--- src/rtl/sprite_compositor.sv ---
// Sprite layer compositor: double-buffered per-channel sprite configuration, sprite ROM
// address generation, fixed-priority texel merge over background, player collision flags.
module sprite_compositor #(
  parameter int N_SPR   = 8,
  parameter int XW      = 10,
  parameter int YW      = 9,
  parameter int AW      = 14,
  parameter int CW      = 12,
  parameter int ROM_LAT = 1
) (
  input  logic                     clk,
  input  logic                     rst,
  input  logic                     frame_start,
  input  logic                     pix_valid,
  input  logic [XW-1:0]            col_addr,
  input  logic [YW-1:0]            row_addr,
  input  logic                     cfg_we,
  input  logic [$clog2(N_SPR)-1:0] cfg_idx,
  input  logic [XW-1:0]            cfg_x,
  input  logic [YW-1:0]            cfg_y,
  input  logic [XW-1:0]            cfg_w,
  input  logic [YW-1:0]            cfg_h,
  input  logic                     cfg_en,
  input  logic [CW-1:0]            cfg_key,
  output logic [N_SPR*AW-1:0]      spr_addr,
  input  logic [N_SPR*CW-1:0]      spr_rdata,
  input  logic [CW-1:0]            bg_data,
  output logic [CW-1:0]            pix_out,
  output logic                     pix_out_valid,
  output logic [N_SPR-1:0]         coll_flags,
  output logic                     coll_irq
);

  localparam int               PW          = XW + YW;
  localparam logic [N_SPR-1:0] PLAYER_MASK = N_SPR'(1);

  logic [XW-1:0]    r_pendX   [N_SPR];
  logic [YW-1:0]    r_pendY   [N_SPR];
  logic [XW-1:0]    r_pendW   [N_SPR];
  logic [YW-1:0]    r_pendH   [N_SPR];
  logic [CW-1:0]    r_pendKey [N_SPR];
  logic [N_SPR-1:0] r_pendEn;

  logic [XW-1:0]    r_actX    [N_SPR];
  logic [YW-1:0]    r_actY    [N_SPR];
  logic [XW-1:0]    r_actW    [N_SPR];
  logic [YW-1:0]    r_actH    [N_SPR];
  logic [CW-1:0]    r_actKey  [N_SPR];
  logic [N_SPR-1:0] r_actEn;

  logic [N_SPR-1:0] w_sel;

  always_comb begin
    w_sel = '0;
    for (int k = 0; k < N_SPR; k++) begin
      w_sel[k] = cfg_we && (int'(cfg_idx) == k);
    end
  end

  always_ff @(posedge clk or posedge rst) begin
    if (rst) begin
      for (int k = 0; k < N_SPR; k++) begin
        r_pendX[k]   <= '0;
        r_pendY[k]   <= '0;
        r_pendW[k]   <= '0;
        r_pendH[k]   <= '0;
        r_pendKey[k] <= '0;
      end
      r_pendEn <= '0;
    end else begin
      for (int k = 0; k < N_SPR; k++) begin
        if (w_sel[k]) begin
          r_pendX[k]   <= cfg_x;
          r_pendY[k]   <= cfg_y;
          r_pendW[k]   <= cfg_w;
          r_pendH[k]   <= cfg_h;
          r_pendKey[k] <= cfg_key;
          r_pendEn[k]  <= cfg_en;
        end
      end
    end
  end

  // A write landing in the commit cycle bypasses the pending set straight into the active set.
  always_ff @(posedge clk or posedge rst) begin
    if (rst) begin
      for (int k = 0; k < N_SPR; k++) begin
        r_actX[k]   <= '0;
        r_actY[k]   <= '0;
        r_actW[k]   <= '0;
        r_actH[k]   <= '0;
        r_actKey[k] <= '0;
      end
      r_actEn <= '0;
    end else if (frame_start) begin
      for (int k = 0; k < N_SPR; k++) begin
        r_actX[k]   <= w_sel[k] ? cfg_x   : r_pendX[k];
        r_actY[k]   <= w_sel[k] ? cfg_y   : r_pendY[k];
        r_actW[k]   <= w_sel[k] ? cfg_w   : r_pendW[k];
        r_actH[k]   <= w_sel[k] ? cfg_h   : r_pendH[k];
        r_actKey[k] <= w_sel[k] ? cfg_key : r_pendKey[k];
        r_actEn[k]  <= w_sel[k] ? cfg_en  : r_pendEn[k];
      end
    end
  end

  logic [XW:0]      w_xEnd [N_SPR];
  logic [YW:0]      w_yEnd [N_SPR];
  logic [XW-1:0]    w_dx   [N_SPR];
  logic [YW-1:0]    w_dy   [N_SPR];
  logic [PW-1:0]    w_full [N_SPR];
  logic [AW-1:0]    w_addr [N_SPR];
  logic [N_SPR-1:0] w_hit;

  // Box ends are one bit wider than the coordinates so x+w past the screen edge never wraps.
  always_comb begin
    w_hit = '0;
    for (int k = 0; k < N_SPR; k++) begin
      w_xEnd[k] = {1'b0, r_actX[k]} + {1'b0, r_actW[k]};
      w_yEnd[k] = {1'b0, r_actY[k]} + {1'b0, r_actH[k]};
      w_dx[k]   = col_addr - r_actX[k];
      w_dy[k]   = row_addr - r_actY[k];
      w_full[k] = PW'(w_dy[k]) * PW'(r_actW[k]) + PW'(w_dx[k]);
      w_hit[k]  = r_actEn[k] && (r_actW[k] != '0) && (r_actH[k] != '0)
                  && ({1'b0, col_addr} >= {1'b0, r_actX[k]}) && ({1'b0, col_addr} < w_xEnd[k])
                  && ({1'b0, row_addr} >= {1'b0, r_actY[k]}) && ({1'b0, row_addr} < w_yEnd[k]);
      w_addr[k] = w_hit[k] ? AW'(w_full[k]) : '0;
    end
  end

  logic [N_SPR-1:0]    r_hit1;
  logic [N_SPR*CW-1:0] r_key1;
  logic                r_valid1;
  logic [N_SPR*AW-1:0] r_sprAddr;

  always_ff @(posedge clk or posedge rst) begin
    if (rst) begin
      r_hit1    <= '0;
      r_key1    <= '0;
      r_valid1  <= 1'b0;
      r_sprAddr <= '0;
    end else begin
      r_hit1   <= w_hit;
      r_valid1 <= pix_valid;
      for (int k = 0; k < N_SPR; k++) begin
        r_sprAddr[k*AW +: AW] <= w_addr[k];
        r_key1[k*CW +: CW]    <= r_actKey[k];
      end
    end
  end

  logic [N_SPR-1:0]    r_hitPipe   [ROM_LAT];
  logic [N_SPR*CW-1:0] r_keyPipe   [ROM_LAT];
  logic [ROM_LAT-1:0]  r_validPipe;

  // Delay the S1 side-band by the ROM latency so it lines up with the returned texels.
  always_ff @(posedge clk or posedge rst) begin
    if (rst) begin
      for (int s = 0; s < ROM_LAT; s++) begin
        r_hitPipe[s] <= '0;
        r_keyPipe[s] <= '0;
      end
      r_validPipe <= '0;
    end else begin
      r_hitPipe[0]   <= r_hit1;
      r_keyPipe[0]   <= r_key1;
      r_validPipe[0] <= r_valid1;
      for (int s = 1; s < ROM_LAT; s++) begin
        r_hitPipe[s]   <= r_hitPipe[s-1];
        r_keyPipe[s]   <= r_keyPipe[s-1];
        r_validPipe[s] <= r_validPipe[s-1];
      end
    end
  end

  logic [N_SPR-1:0] w_opaque;
  logic [N_SPR-1:0] w_collHit;
  logic [CW-1:0]    w_texel;
  logic             w_valid2;

  // Ascending scan so the highest-index opaque channel wins.
  always_comb begin
    w_valid2 = r_validPipe[ROM_LAT-1];
    w_texel  = bg_data;
    w_opaque = '0;
    for (int k = 0; k < N_SPR; k++) begin
      w_opaque[k] = r_hitPipe[ROM_LAT-1][k]
                    && (spr_rdata[k*CW +: CW] != r_keyPipe[ROM_LAT-1][k*CW +: CW]);
      if (w_opaque[k]) begin
        w_texel = spr_rdata[k*CW +: CW];
      end
    end
    w_collHit = (w_valid2 && w_opaque[0]) ? (w_opaque & ~PLAYER_MASK) : '0;
  end

  logic [CW-1:0]    r_pixOut;
  logic             r_pixValid;
  logic [N_SPR-1:0] r_acc;
  logic [N_SPR-1:0] r_collFlags;
  logic             r_collIrq;

  always_ff @(posedge clk or posedge rst) begin
    if (rst) begin
      r_pixOut   <= '0;
      r_pixValid <= 1'b0;
    end else begin
      r_pixOut   <= w_valid2 ? w_texel : '0;
      r_pixValid <= w_valid2;
    end
  end

  // Hits arriving in the frame_start cycle land in the freshly cleared accumulator.
  always_ff @(posedge clk or posedge rst) begin
    if (rst) begin
      r_acc       <= '0;
      r_collFlags <= '0;
      r_collIrq   <= 1'b0;
    end else if (frame_start) begin
      r_collFlags <= r_acc & ~PLAYER_MASK;
      r_collIrq   <= |(r_acc & ~PLAYER_MASK);
      r_acc       <= w_collHit;
    end else begin
      r_collIrq <= 1'b0;
      r_acc     <= r_acc | w_collHit;
    end
  end

  assign spr_addr      = r_sprAddr;
  assign pix_out       = r_pixOut;
  assign pix_out_valid = r_pixValid;
  assign coll_flags    = r_collFlags;
  assign coll_irq      = r_collIrq;

endmodule

--- config.mk ---
export PLATFORM = sky130hd
export DESIGN_NAME = sprite_compositor
export DESIGN_NICKNAME = d
export VERILOG_FILES = /design/src/rtl/sprite_compositor.sv
export SDC_FILE = /design/constraint.sdc
export NUM_CORES = 2
export LEC_CHECK = 0
export BUFFER_PORTS_ARGS = -buffer_cell sky130_fd_sc_hd__clkbuf_2
export CORE_ASPECT_RATIO = 0.6
export CORE_MARGIN = 8
export CORE_UTILIZATION = 55
export DETAILED_ROUTE_END_ITERATION = 8
export PLACE_DENSITY = 0.75
export SLEW_MARGIN = 20
export SYNTH_ARGS = -nofsm -noshare
export SYNTH_HDL_FRONTEND = slang
export SYNTH_SLANG_ARGS = --single-unit
--- constraint.sdc ---
create_clock -name clk -period 37 [get_ports clk]
set_input_delay 3.7 -clock clk [delete_from_list [all_inputs] [get_ports clk]]
set_output_delay 3.7 -clock clk [all_outputs]
set_load 0.02 [all_outputs]
## Yosys cells after proc, flatten, opt, wreduce, memory -nomap -nowiden

Cells that the tools add are included.

| operators by class | value |
|---|---|
| add/subtract/negate cells | 40 |
| $mul | 8 |
| order comparisons | 32 |
| eq/ne operators | 15 |
| mux-type cells | 68 |
| bitwise logic cells | 1 |
| reductions and logical operators | 83 |

Operators with widths:

| operator | number |
|---|---|
| 12-bit two-way mux | 17 |
| 10-bit two-way mux | 16 |
| 9-bit two-way mux | 16 |
| 14-bit by 10-bit adder with 14-bit output | 8 |
| 9-bit by 10-bit multiplier with 14-bit output | 8 |
| 14-bit two-way mux | 8 |
| 12-bit inequality test | 8 |
| 10-bit by 10-bit adder with 11-bit output | 8 |
| 10-bit by 11-bit < comparator with 1-bit output | 8 |
| 9-bit by 9-bit adder with 10-bit output | 8 |
| 10-bit >= comparator | 8 |
| 9-bit by 10-bit < comparator with 1-bit output | 8 |
| 10-bit nonzero test | 8 |
| 10-bit subtractor | 8 |
| 9-bit >= comparator | 8 |
| 9-bit nonzero test | 8 |
| 9-bit subtractor | 8 |
| 1-bit logical AND | 65 |
| 8-bit two-way mux | 2 |
| 3-bit equality test (second input constant) | 4 |
| 1-bit two-way mux | 9 |
| 8-bit OR | 1 |
| 7-bit OR reduction | 1 |
| 3-bit by 2-bit equality test with 1-bit output (second input constant) | 2 |
| 2 further kinds | 2 |

| storage, ports and cells | value |
|---|---|
| flip-flop bits (word level) | 1167 |
| word-level logic and storage cells | 341 |

## Depth between registers and ports, before layout

| depth | value |
|---|---|
| depth in word-level cells | 11 |
| gate-level depth with buffers | 28 |
| depth with buffers taken out | 28 |

## Worst setup path before layout

OpenSTA, ideal clock, no wires.

| path | value |
|---|---|
| path kind | input-to-reg |
| start point | input row_addr[0] |
| end point | register r_sprAddr[83], in the netlist spr_addr[83] |
| setup time | 136 ps |
| arrival time | 9517 ps |
| required time | 36864 ps |
| slack | 27347 ps |
| stages on the path | 25 |
| cell sequence | inv_1 ha_1 inv_1 fa_1 a21o_1 a21oi_2 o211ai_2 a21o_1 a21o_1 xor2_1 nand2_1 fa_1 fa_1 inv_1 fa_1 fa_1 fa_1 ha_1 and3_1 a211oi_1 nor2b_1 o21ai_0 nand2b_1 xnor3_1 nor2_1 |

RTL lines:

| what | RTL line | RTL |
|---|---|---|
| start: declaration | 16 | `input logic [YW-1:0] row_addr,` |
| end signal: indexed assignment | 146 | `r_sprAddr[k*AW +: AW] <= w_addr[k];` |
| end: declaration | 134 | `logic [N_SPR*AW-1:0] r_sprAddr;` |

==> results.cfg <==
[outcome]
status = finished, final reports clean

[critical_path]
endpoint_kind = register
cp.arrival_ps = 10690
cp-endpoint = spr_addr[83]
crit_path_start = row_addr[0]
cp_max_fo = 8
setup.worst_path.start_class = input pin
regToRegStartpoint = r_actY[18]
reg2reg_to = spr_addr[83]
slowest_delay_ps = 520
reg2reg_depth = 23
slowest_stage = fa_1
critPathKind = in -> reg
required_ps = 37600
r2r_slack_ps = 30390
worst_path_most_repeated_cell = fa_1

[cells_and_area]
seq_area_um2 = 29200
nNetsFinal = 9053
multi_input_area_um2 = 44700
postLayoutCellArea_um2 = 85100
drive_gt1_share_pct = 14.3
final_common_cell = dfrtp_1
areaGrowthSynthToFinish_pct = 9.75
nFillCells = 11243
final_cell_mix = dfrtp_1, nor2_1, inv_1, ha_1, mux2_2

[routing]
vias = 55971
dr.pass1.iters = 6
wirelength_mm = 218
wl_per_cell_um = 22.5
detail-route-antenna-nets = 0
via_per_inst = 5.77
drt_iter0_markers = 5108
drc_errors = 0

[synthesis]
syn_inst = 7444
avgSynthCellArea_um2 = 10.4
synth_cell_types = 88
yosys_warnings = 0
synth.yosys.seq_area_share_pct = 37.6
async_flop_share_pct = 100
synth-edff-count = 0
ys_seq_elements = 1166
syn-cell-area_um2 = 77500
syn_nets = 8806
synth_flop_cell = dfrtp_1

[grt]
first_global_vias = 57529
grt_max_degree = 202
grt_util_all_layers_pct = 28.2
grt_pass1_wl_mm = 339
overflow = 0
antenna_found_initial = 27

[sta]
fin_crit_sh_pct = 27.3
slew_violations = 0
rsz0062_at_grt = no
finalSetupViolations = 0
hold_viol_final = 0
period_needed_ps = 10080
fmax_mhz = 99.2
finalClockSkew_ps = 86.7
worstMarginPinSlew_ps = 1160
finalSetupTns_ps = 0
postLayoutSetupSlackWorst_ps = 26920
max_slew_margin_pct = 22.7

[clock_network]
cts_resized = 0
cts_tree = done
clkTransAtPathRegs_ps = 70
cts_setup_buffers = 0
cts_root_buf = clkbuf_16
cts_buffers = 109
cts_max_level = 3
cts_hold_buffers = 0
cts_buffer_depth = 3
clock-sinks = 1166
clk_latency_ps = 820

[floorplanning]
core_um2 = 140000
die_h_um = 307
pin_count = 320
dieArea_um2 = 154000
die_w_um = 501
rows = 106
start_util_pct = 55.5

[placed_design]
gp_congestion = 0.906
place_area_um2 = 81100
place_ws_ps = 26300
io_buffers = 318
place.detailed.hpwl_mm = 154

[run]
max-cap-violations = 0

[hold_path]
worstHoldPathType = reg -> reg
worstHoldStart = r_key1[86]
[critical path, delay by kind of cell]
kind	cells	cell delay [ps]
fa+ha+maj	8	3310
compound gates	7	1420
buf+inv	4	900
xor+xnor	2	710
simple gates	5	620
[worst min-delay path by stage]
stage | to | slack [ps] | cells after the start
final | r_keyPipe[86] | 280 | 0
after global routing | r_keyPipe[86] | 300 | 0
after CTS | r_keyPipe[86] | 280 | 0
after detailed placement | r_keyPipe[31] | 330 | 0
after global placement | r_keyPipe[72] | 330 | 0
after floorplan | r_hitPipe[0] | 330 | 0
[metrics by stage]
step	hold WS, ps	cells	utilization [%]
5_1_grt	297	9693	60.9
3_5_place_dp	335	9470	58.1
2_1_floorplan	331	7444	-
4_1_cts	282	9672	60.9
3_3_place_gp	332	9470	58.1
6_report	281	9706	60.9
[state kept, by name (all words and copies together) (netlist names), 7 cells and up]
| name | count |
|---|---|
| spr_addr | 112 |
| r_actKey | 96 |
| r_key1 | 96 |
| r_keyPipe | 96 |
| r_pendKey | 96 |
| r_actW | 80 |
| r_actX | 80 |
| r_pendW | 80 |
| r_pendX | 80 |
| r_actH | 72 |
| r_actY | 72 |
| r_pendH | 72 |
| r_pendY | 72 |
| pix_out | 12 |
| r_actEn | 8 |
| r_hit1 | 8 |
| r_hitPipe | 8 |
| r_pendEn | 8 |
| coll_flags | 7 |
| r_acc | 7 |
[cell families after synthesis]
logic type / after synthesis / share of synthesized area, %
XOR/XNOR: 418 / 4.93
multiplexers: 515 / 7.45
AND/OR/NAND/NOR: 2196 / 13.4
adder cells (fa/ha/maj): 1176 / 23.5
other: 1 / 0.00484
flip-flops: 1166 / 37.6
buffers and inverters: 981 / 4.79
AO/OA/AOI/OAI: 991 / 8.20
[cells in the mapped netlist (16+ instances only)]
cell type  count  area share [%]
nor4_1        40            0.32
nand2b_1     109            0.88
nor2b_1       99            0.80
ha_1         704              11
clkbuf_1     204            0.99
and2_1       365             2.9
a221oi_1      20            0.23
xor2_1       112             1.3
mux2i_1       20            0.26
and3_1        17            0.14
dfrtp_1     1166              38
inv_1        745             3.6
xnor2_1      293             3.3
o21ai_0      314             2.0
o21bai_1      46            0.45
nand4_1       57            0.46
or2_2         16            0.13
a21boi_0      39            0.38
nor3_1        80            0.52
a211oi_1      17            0.16
a21o_1        74            0.72
a31oi_1       18            0.15
a21oi_1      231             1.5
nand2_1      463             2.2
o211ai_1      17            0.16
nor2_1       845             4.1
o21a_1        39            0.38
mux2_2       495             7.2
nand3_1       40            0.26
fa_1         472              12
[layer usage]
layer	GRT usage (%)	share of wire, %	routed length, um	up-vias
met5	0	0.032	69	-
met4	9.42	3.5	7750	12
met3	7.03	9.8	21500	414
met2	42.5	44	95000	2272
met1	40.2	43	94000	28073
li1	-	-	-	25200
[cell type report]
| type | instances | share of cell area, % |
|---|---|---|
| timing repair buffer | 371 | 2.41 |
| inverter | 746 | 3.31 |
| sequential | 1166 | 34.3 |
| clock inverter | 46 | 0.895 |
| antenna | 34 | 0.100 |
| clock buffer | 156 | 3.68 |
| multi-input combinational | 5297 | 52.5 |
| tap | 1890 | 2.78 |
Power is not shown: default switching activity piles up to over one toggle a cycle in this logic, so the estimate is an artifact.
